<file path="src/rtl/decode_ctrl_pkg.sv">
// Shared definitions for the BCH decode sequencer: state encoding, code selects
// and a width helper for the test-pattern index.
package decode_ctrl_pkg;

    typedef enum logic [2:0] {
        ST_IDLE  = 3'd0,
        ST_SYN   = 3'd1,
        ST_CHK   = 3'd2,
        ST_BM    = 3'd3,
        ST_CHIEN = 3'd4,
        ST_NEXT  = 3'd5,
        ST_DONE  = 3'd6
    } state_t;

    localparam logic [1:0] CODE_A   = 2'b00;
    localparam logic [1:0] CODE_B   = 2'b01;
    localparam logic [1:0] CODE_C   = 2'b10;
    localparam logic [1:0] CODE_ILL = 2'b11;

    function automatic int tp_width(input int n);
        return (n > 1) ? $clog2(n) : 1;
    endfunction

endpackage

</file>
<file path="src/rtl/decode_ctrl_pulser.sv">
// Edge-to-pulse cell: one-cycle strobe in the first cycle a level goes high.
// Output follows the registered level source with zero added latency.
module decode_ctrl_pulser (
    input  logic clk,
    input  logic rst,
    input  logic lvl,
    output logic pulse
);

    logic lvl_q;

    always_ff @(posedge clk) begin
        if (rst) lvl_q <= 1'b0;
        else     lvl_q <= lvl;
    end

    assign pulse = lvl & ~lvl_q;

endmodule

</file>
<file path="src/rtl/decode_ctrl.sv">
// Sequencer for one BCH codeword decode: syndrome, early-stop check, then BM and
// Chien once (hard) or once per Chase test pattern (soft), with a per-stage watchdog.
module decode_ctrl
    import decode_ctrl_pkg::*;
#(
    parameter  int N_TP    = 4,
    parameter  int ES_WAIT = 2,
    parameter  int TIMEOUT = 2047,
    localparam int TPW     = tp_width(N_TP)
) (
    input  logic           i_clk,
    input  logic           i_rst,
    input  logic           i_start,
    input  logic           i_mode,
    input  logic [1:0]     i_code,
    output logic           o_busy,
    output logic [1:0]     o_code,
    output logic           o_syn_start,
    input  logic           i_syn_done,
    input  logic           i_early_stop_pulse,
    output logic           o_bm_start,
    input  logic           i_bm_done,
    output logic           o_chien_start,
    input  logic           i_chien_done,
    output logic [TPW-1:0] o_tp_idx,
    output logic           o_done,
    output logic           o_no_err,
    output logic           o_fail
);

    localparam int WDW = $clog2(TIMEOUT + 1);
    // Abort two counts early so o_done lands exactly TIMEOUT cycles after stage entry.
    localparam logic [WDW-1:0] WD_LIMIT = WDW'(TIMEOUT - 2);
    // The i_syn_done cycle already counts as the first early-stop window cycle.
    localparam logic [WDW-1:0] WD_ES    = WDW'((ES_WAIT >= 2) ? ES_WAIT - 2 : 0);
    localparam logic [TPW-1:0] TP_LAST  = TPW'(N_TP - 1);

    state_t         state;
    logic [WDW-1:0] wd;
    logic [TPW-1:0] tp;
    logic           mode_q;

    always_ff @(posedge i_clk) begin
        if (i_rst) begin
            state    <= ST_IDLE;
            wd       <= '0;
            tp       <= '0;
            mode_q   <= 1'b0;
            o_code   <= '0;
            o_busy   <= 1'b0;
            o_done   <= 1'b0;
            o_no_err <= 1'b0;
            o_fail   <= 1'b0;
        end else begin
            o_done <= 1'b0;
            wd     <= wd + 1'b1;
            case (state)
                ST_IDLE: begin
                    wd     <= '0;
                    o_busy <= 1'b0;
                    if (i_start && !o_done) begin
                        mode_q   <= i_mode;
                        o_code   <= i_code;
                        tp       <= '0;
                        o_busy   <= 1'b1;
                        o_no_err <= 1'b0;
                        o_fail   <= (i_code == CODE_ILL);
                        state    <= (i_code == CODE_ILL) ? ST_DONE : ST_SYN;
                    end
                end
                ST_SYN: begin
                    if (i_syn_done) begin
                        wd <= '0;
                        if (i_early_stop_pulse && tp == '0) begin
                            o_no_err <= 1'b1;
                            state    <= ST_DONE;
                        end else begin
                            state <= (ES_WAIT <= 1) ? ST_BM : ST_CHK;
                        end
                    end else if (wd == WD_LIMIT) begin
                        wd     <= '0;
                        o_fail <= 1'b1;
                        state  <= ST_DONE;
                    end
                end
                ST_CHK: begin
                    if (i_early_stop_pulse && tp == '0) begin
                        wd       <= '0;
                        o_no_err <= 1'b1;
                        state    <= ST_DONE;
                    end else if (wd >= WD_ES) begin
                        wd    <= '0;
                        state <= ST_BM;
                    end
                end
                ST_BM: begin
                    if (i_bm_done) begin
                        wd    <= '0;
                        state <= ST_CHIEN;
                    end else if (wd == WD_LIMIT) begin
                        wd     <= '0;
                        o_fail <= 1'b1;
                        state  <= ST_DONE;
                    end
                end
                ST_CHIEN: begin
                    if (i_chien_done) begin
                        wd    <= '0;
                        state <= ST_NEXT;
                    end else if (wd == WD_LIMIT) begin
                        wd     <= '0;
                        o_fail <= 1'b1;
                        state  <= ST_DONE;
                    end
                end
                ST_NEXT: begin
                    wd <= '0;
                    // Later patterns reuse precomputed syndromes, so loop straight to BM.
                    if (!mode_q || tp == TP_LAST) begin
                        state <= ST_DONE;
                    end else begin
                        tp    <= tp + 1'b1;
                        state <= ST_BM;
                    end
                end
                ST_DONE: begin
                    wd     <= '0;
                    o_done <= 1'b1;
                    state  <= ST_IDLE;
                end
                default: begin
                    wd    <= '0;
                    state <= ST_IDLE;
                end
            endcase
        end
    end

    assign o_tp_idx = tp;

    decode_ctrl_pulser u_syn_pulse (
        .clk   (i_clk),
        .rst   (i_rst),
        .lvl   (state == ST_SYN),
        .pulse (o_syn_start)
    );

    decode_ctrl_pulser u_bm_pulse (
        .clk   (i_clk),
        .rst   (i_rst),
        .lvl   (state == ST_BM),
        .pulse (o_bm_start)
    );

    decode_ctrl_pulser u_chien_pulse (
        .clk   (i_clk),
        .rst   (i_rst),
        .lvl   (state == ST_CHIEN),
        .pulse (o_chien_start)
    );

endmodule

</file>
<file path="config.mk">
export PLATFORM = sky130hd
export DESIGN_NAME = decode_ctrl
export DESIGN_NICKNAME = d
export VERILOG_FILES = /design/src/rtl/decode_ctrl_pkg.sv /design/src/rtl/decode_ctrl_pulser.sv /design/src/rtl/decode_ctrl.sv
export SDC_FILE = /design/constraint.sdc
export NUM_CORES = 1
export LEC_CHECK = 0
export BUFFER_PORTS_ARGS = -buffer_cell sky130_fd_sc_hd__buf_2
export CORE_AREA = 8 8 70 72
export DETAILED_ROUTE_END_ITERATION = 16
export DIE_AREA = 0 0 78 80
export GPL_TIMING_DRIVEN = 1
export PLACE_DENSITY_LB_ADDON = 0.3
export REMOVE_ABC_BUFFERS = 1
export SLEW_MARGIN = 10
export SYNTH_ARGS = -nofsm -noshare
export SYNTH_HDL_FRONTEND = slang
export SYNTH_SLANG_ARGS = --single-unit
export TNS_END_PERCENT = 20
</file>
<file path="constraint.sdc">
create_clock -name i_clk -period 2.1 [get_ports i_clk]
set_clock_uncertainty 0.1 [all_clocks]
set_input_delay 0.21 -clock i_clk [delete_from_list [all_inputs] [get_ports i_clk]]
set_output_delay 0.21 -clock i_clk [all_outputs]
set_load 0.005 [all_outputs]
</file>
### Word-level counts from Yosys, hierarchy flattened

Cells that the tools add are included.

* output and inout bits: 11
* register bits: 26
* logic and storage cells: 85
* input bits: 10

* reduce and logical (&&, ||, !) cells: 15
* $lt $le $gt $ge: 1
* muxes and demuxes: 33
* $add $sub $neg: 2
* equal/unequal tests: 16
* bitwise logic cells: 6

Operator list (count)
* $mux 11: 6
* $pmux 11 s4: 1
* $mux 3: 10
* $pmux 3 s6: 1
* $ne 2x2->1 const B: 6
* $add 11x1->11 const B: 1
* $eq 11x11->1 const B: 1
* $ge 11x1->1 const B: 1
* $mux 1: 10
* $eq 3x3->1 const B: 3
* $eq 3x2->1 const B: 2
* $reduce_and 3->1: 2
* $reduce_and 5->1: 1
* $eq 2x2->1 const B: 2
* $mux 2: 2
* $pmux 1 s4: 1
* $pmux 2 s2: 1
* $reduce_and 2->1: 2
* $reduce_bool 4->1: 1
* $and 1x1->1: 3
* $eq 3x1->1 const B: 1
* $logic_not 3->1: 1
* $ne 3x3->1 const B: 1
* $not 1->1: 3
* other kinds (8): 10

### Depth between registers and ports, before layout

* depth in word-level cells: 5
* mapped depth: 7
* mapped depth without buffers: 6

### Modules after synthesis

A second synthesis with hierarchy kept.

* cell total of the unflattened synthesis: 157
* area, all modules: 1412.6 um^2

Modules (own cells, without submodules)
* decode_ctrl: area an instance 1270.0 um^2, sequential area each 460.4 um^2, cells each 148, times used 1
* decode_ctrl_pulser: area an instance 47.5 um^2, sequential area each 20.0 um^2, cells each 3, times used 3

### Worst setup path after synthesis

Ideal clock, no wire load.

* path type: register to register
* start: register wd[1]
* end: register wd[10]
* setup slack: 518 ps
* data required time: 1936 ps
* library setup time: 64 ps
* path buffers: 1
* stages on the path, launching flop included: 8
* arrival time: 1418 ps
* clock period less this slack: 1582 ps
* cell sequence: dfxtp_1 > inv_1 > ha_1 > nand3_1 > nor3_1 > or4_4 > buf_6 > nor2_1

* longest elaborated chain between the ends: 4
* elaborated cells on any way between the ends: 10
* those cells by class: 1 x add/sub; 1 x order compare; 1 x eq/ne; 7 x mux

Ends and longest elaborated chain
* start, declared: line decode_ctrl.sv:39 `logic [WDW-1:0] wd;`
* start signal, assigned: line decode_ctrl.sv:56 `wd <= wd + 1'b1;`
* $add 11x1->11, or another cell as far along: line decode_ctrl.sv:56
* $mux 11 (on tied branches) (2 in a row)
* $pmux 11 s4 *: line decode_ctrl.sv:57 `case (state)`

Mark *: on every way between the ends. The rest lies on a longest branch, timed or not.
A chain may end at the register's enable or synchronous reset.

### Worst setup path in the final report

* start: register state[2]
* end: output port o_chien_start

* longest elaborated chain between the ends: 2

Ends and longest elaborated chain
* start, declared: line decode_ctrl.sv:38 `state_t state;`
* start signal, assigned: line decode_ctrl.sv:68 `state <= (i_code == CODE_ILL) ? ST_DONE : ST_SYN;`
* start signal, assigned: line decode_ctrl.sv:78 `state <= (ES_WAIT <= 1) ? ST_BM : ST_CHK;`
* $eq 3x3->1: line decode_ctrl.sv:158 `.lvl (state == ST_CHIEN),`
* $and 1x1->1: line decode_ctrl_pulser.sv:17 `assign pulse = lvl & ~lvl_q;`
* end, declared: line decode_ctrl.sv:23 `output logic o_chien_start,`

Every way passes these cells.

==> results by group <==
Status
  – Status: finished clean

Power
  – Cell Pwr Density: 1010 nW/µm²
  – Clock network fraction of design power: 18.5%
  – P_leak: 0.545 nW
  – Cell internal pwr: 0.000953 W
  – VDD IR-drop max: 0.000380 V
  – Net Sw Frac: 35.1%
  – Seq pwr share: 44.4%
  – Psw: 0.000515 W
  – Combinational power share: 37.1%

Detailed routing
  – Drc violations: 0
  – Vias per inst: 5.01
  – Via Count: 1107
  – ANT nets after route: 0
  – Avg WL per Cell: 12.7 µm
  – DRT Pass-1 Iters: 4
  – Initial DRC count: 58
  – Drt total wl: 2.81 mm

Final layout
  – Post-route cell area: 1450 µm²
  – Nets: 187
  – Layout area overhead: 14.8%
  – Antenna fix cells: 0
  – Sequential cell area: 520 µm²
  – Multi-input gate area: 677 µm²
  – Final core utilization: 37.6%
  – Fill cells: 421
  – Layout cells sized above 1: 18.1%

Clock network
  – CTS max path bufs: 2
  – H-tree depth: 1
  – Clock Sinks: 26
  – Post-CTS Setup Repair Bufs: 0
  – Post-CTS Hold Buffers: 0
  – Clk slew on worst S/H paths: 90 ps
  – CTS tree: built
  – Total CTS buffers: 3
  – Post-cts resize count: 0
  – Clock root buffer: clkbuf_8
  – Skew-Pair Late Insertion Delay: 260 ps

Timing
  – Unrepaired setup endpoints after global routing: false
  – Final Max Slew Viols: 0
  – Final setup viols: 0
  – Crit share post-route: 88.0%
  – Final Hold Vio Count: 0
  – Setup WS post-layout: 253 ps
  – Setup TNS: 0 ps
  – Min cycle time layout: 1850 ps
  – Slew headroom: 63.7%
  – Worst Tran Pin Value: 541 ps
  – F_max: 0.541 GHz

Min path
  – End of the worst hold path: mode_q
  – HP Start: i_mode
  – Hold depth: 3
  – Type of the most critical hold path: in -> reg

Placed design
  – Post-DP HPWL: 2.16 mm
  – Port Buf Inserts: 20
  – Pre-CTS setup slack: 395 ps
  – Placed cell area: 1410 µm²
  – GPL Wtd Cong: 0.863

Synth
  – Number of synthesized flops with an enable pin: 0
  – Synth Warn #: 0
  – Post-synth cell types: 39
  – Mapped cell area: 1260 µm²
  – Top-count cell post-synth: dfxtp_1
  – Ranking of synthesized cells by area: dfxtp_1 (41%), xnor2_1 (4.9%), nand2_1 (4.8%), nor2_1 (4.8%), a21oi_1 (4.4%)
  – Seq/Total Area, Yosys: 41.2%
  – Synthesized instance count: 152
  – FF+latch count, synth: 26
  – Largest area contributor in the netlist: dfxtp_1
  – Most frequent cells after synthesis: dfxtp_1 (26), nand2_1 (16), nor2_1 (16), a21oi_1 (11)
  – Post-synth top area share: 41.2%
  – Asr flop ratio synth: 0%
  – Synth Flop Type: dfxtp_1
  – Syn_area_per_cell: 8.31 µm²

Setup path
  – Worst EP arrival: 1540 ps
  – Critical Path Start Type: flip-flop
  – CP required: 1790 ps
  – Reg2reg end: wd[7]
  – Origin of the worst setup path: state[2]
  – Critical path fanouts, max: 12
  – Crit path kind: reg -> out
  – CP Capture Type: primary output
  – Reg-to-reg setup timing slack: 360 ps
  – Reg2reg path depth: 4
  – FF-to-FF Start: state[1]

Floorplanning
  – CORE AREA: 3860 µm²
  – # IOs: 21
  – Initial Util: 32.8%
  – Die Height: 80 µm
  – FP Rows: 23
  – Die width: 78 µm
  – Die area: 6240 µm²

Global routing
  – Total track usage: 9.52%
  – Initial antenna violation count: 0
  – Gr ovfl total: 0
  – Largest net degree at the start of global routing: 15
  – First-pass GRT wire length: 4.92 mm
  – Number of global-route vias before repair: 1095

Run
  – MaxCap Viol Count: 0
==> power by group through the flow <==
stage / Clock [W] / Combinational [W] / Sequential [W]
after floorplan: 0 / 0.000326 / 0.000671
after global placement: 0 / 0.000541 / 0.000657
after detailed placement: 0 / 0.000546 / 0.000665
after CTS: 0.000291 / 0.000549 / 0.000651
after global routing: 0.000313 / 0.000613 / 0.000668
final: 0.000271 / 0.000545 / 0.000652
==> per-stage QoR <==
stage | hold slack, ps | power [W] | std cells
2_1_floorplan | 179 | 0.000998 | 144
3_3_place_gp | 339 | 0.00120 | 218
3_5_place_dp | 348 | 0.00121 | 218
4_1_cts | 69.8 | 0.00149 | 221
5_1_grt | 82.8 | 0.00159 | 221
6_report | 81.4 | 0.00147 | 221
==> worst max-delay path by stage <==
stage,depth (start not counted),slack (ps),endpoint
2_1_floorplan,4,470,wd[2]
3_3_place_gp,4,430,wd[7]
3_5_place_dp,4,400,wd[6]
4_1_cts,3,240,o_chien_start
5_1_grt,3,150,o_chien_start
6_report,3,250,o_chien_start
==> sequential cells by signal (all words and copies together), names as in the netlist <==
signal	flops
state	3
o_code	2
wd	11
o_tp_idx	2
o_fail	1
u_syn_pulse.lvl_q	1
o_done	1
mode_q	1
o_no_err	1
o_busy	1
u_bm_pulse.lvl_q	1
u_chien_pulse.lvl_q	1
==> cells by family (layout without fill, tap and decap cells) <==
family                   Yosys count  count (layout)  share of synthesized area (%)
AO/OA/AOI/OAI                     27              27                           13.5
XOR/XNOR                           9               9                           6.24
adder cells (fa/ha/maj)            4               4                           3.96
buffers and inverters             13              32                           5.25
flip-flops                        26              26                           41.2
AND/OR/NAND/NOR                   73              73                           29.9
==> metal layers <==
layer / vias to the layer above / part of all wire, % / global-route usage (%) / wire length [µm]
met2: 26 / 49 / 17.0 / 1370
met3: 2 / 6.7 / 3.60 / 189
met5: - / 0 / 0 / 0
met4: 0 / 0.53 / 2.78 / 15
met1: 513 / 44 / 10.2 / 1240
li1: 566 / - / - / -
==> layout make-up <==
cell class	count	share of cell area [%]
flip-flops and latches	26	35.9
clock buffers	3	2.85
multi-input cells	113	46.7
well taps	50	4.31
inverters	5	1.29
repair buffers	24	8.97
==> critical path, stage by stage, from the launching register on <==
cell and delay [ps]:
dfxtp_1 520, or3b_2 530, nor2_1 110, buf_2 120
==> layout by cell type, fill, tap and decap left out, drive strengths merged, types with 3 or more instances in the layout <==
| cell | synthesis | final |
|---|---|---|
| a21oi | 11 | 11 |
| clkbuf | 4 | 3 |
| xnor2 | 7 | 7 |
| nand2 | 16 | 16 |
| inv | 5 | 5 |
| nand3 | 9 | 9 |
| nand2b | 5 | 5 |
| ha | 4 | 4 |
| nor3 | 9 | 9 |
| buf | 4 | 24 |
| a31oi | 4 | 4 |
| dfxtp | 26 | 26 |
| nor2 | 18 | 18 |
(Power assumes the default switching activity.)
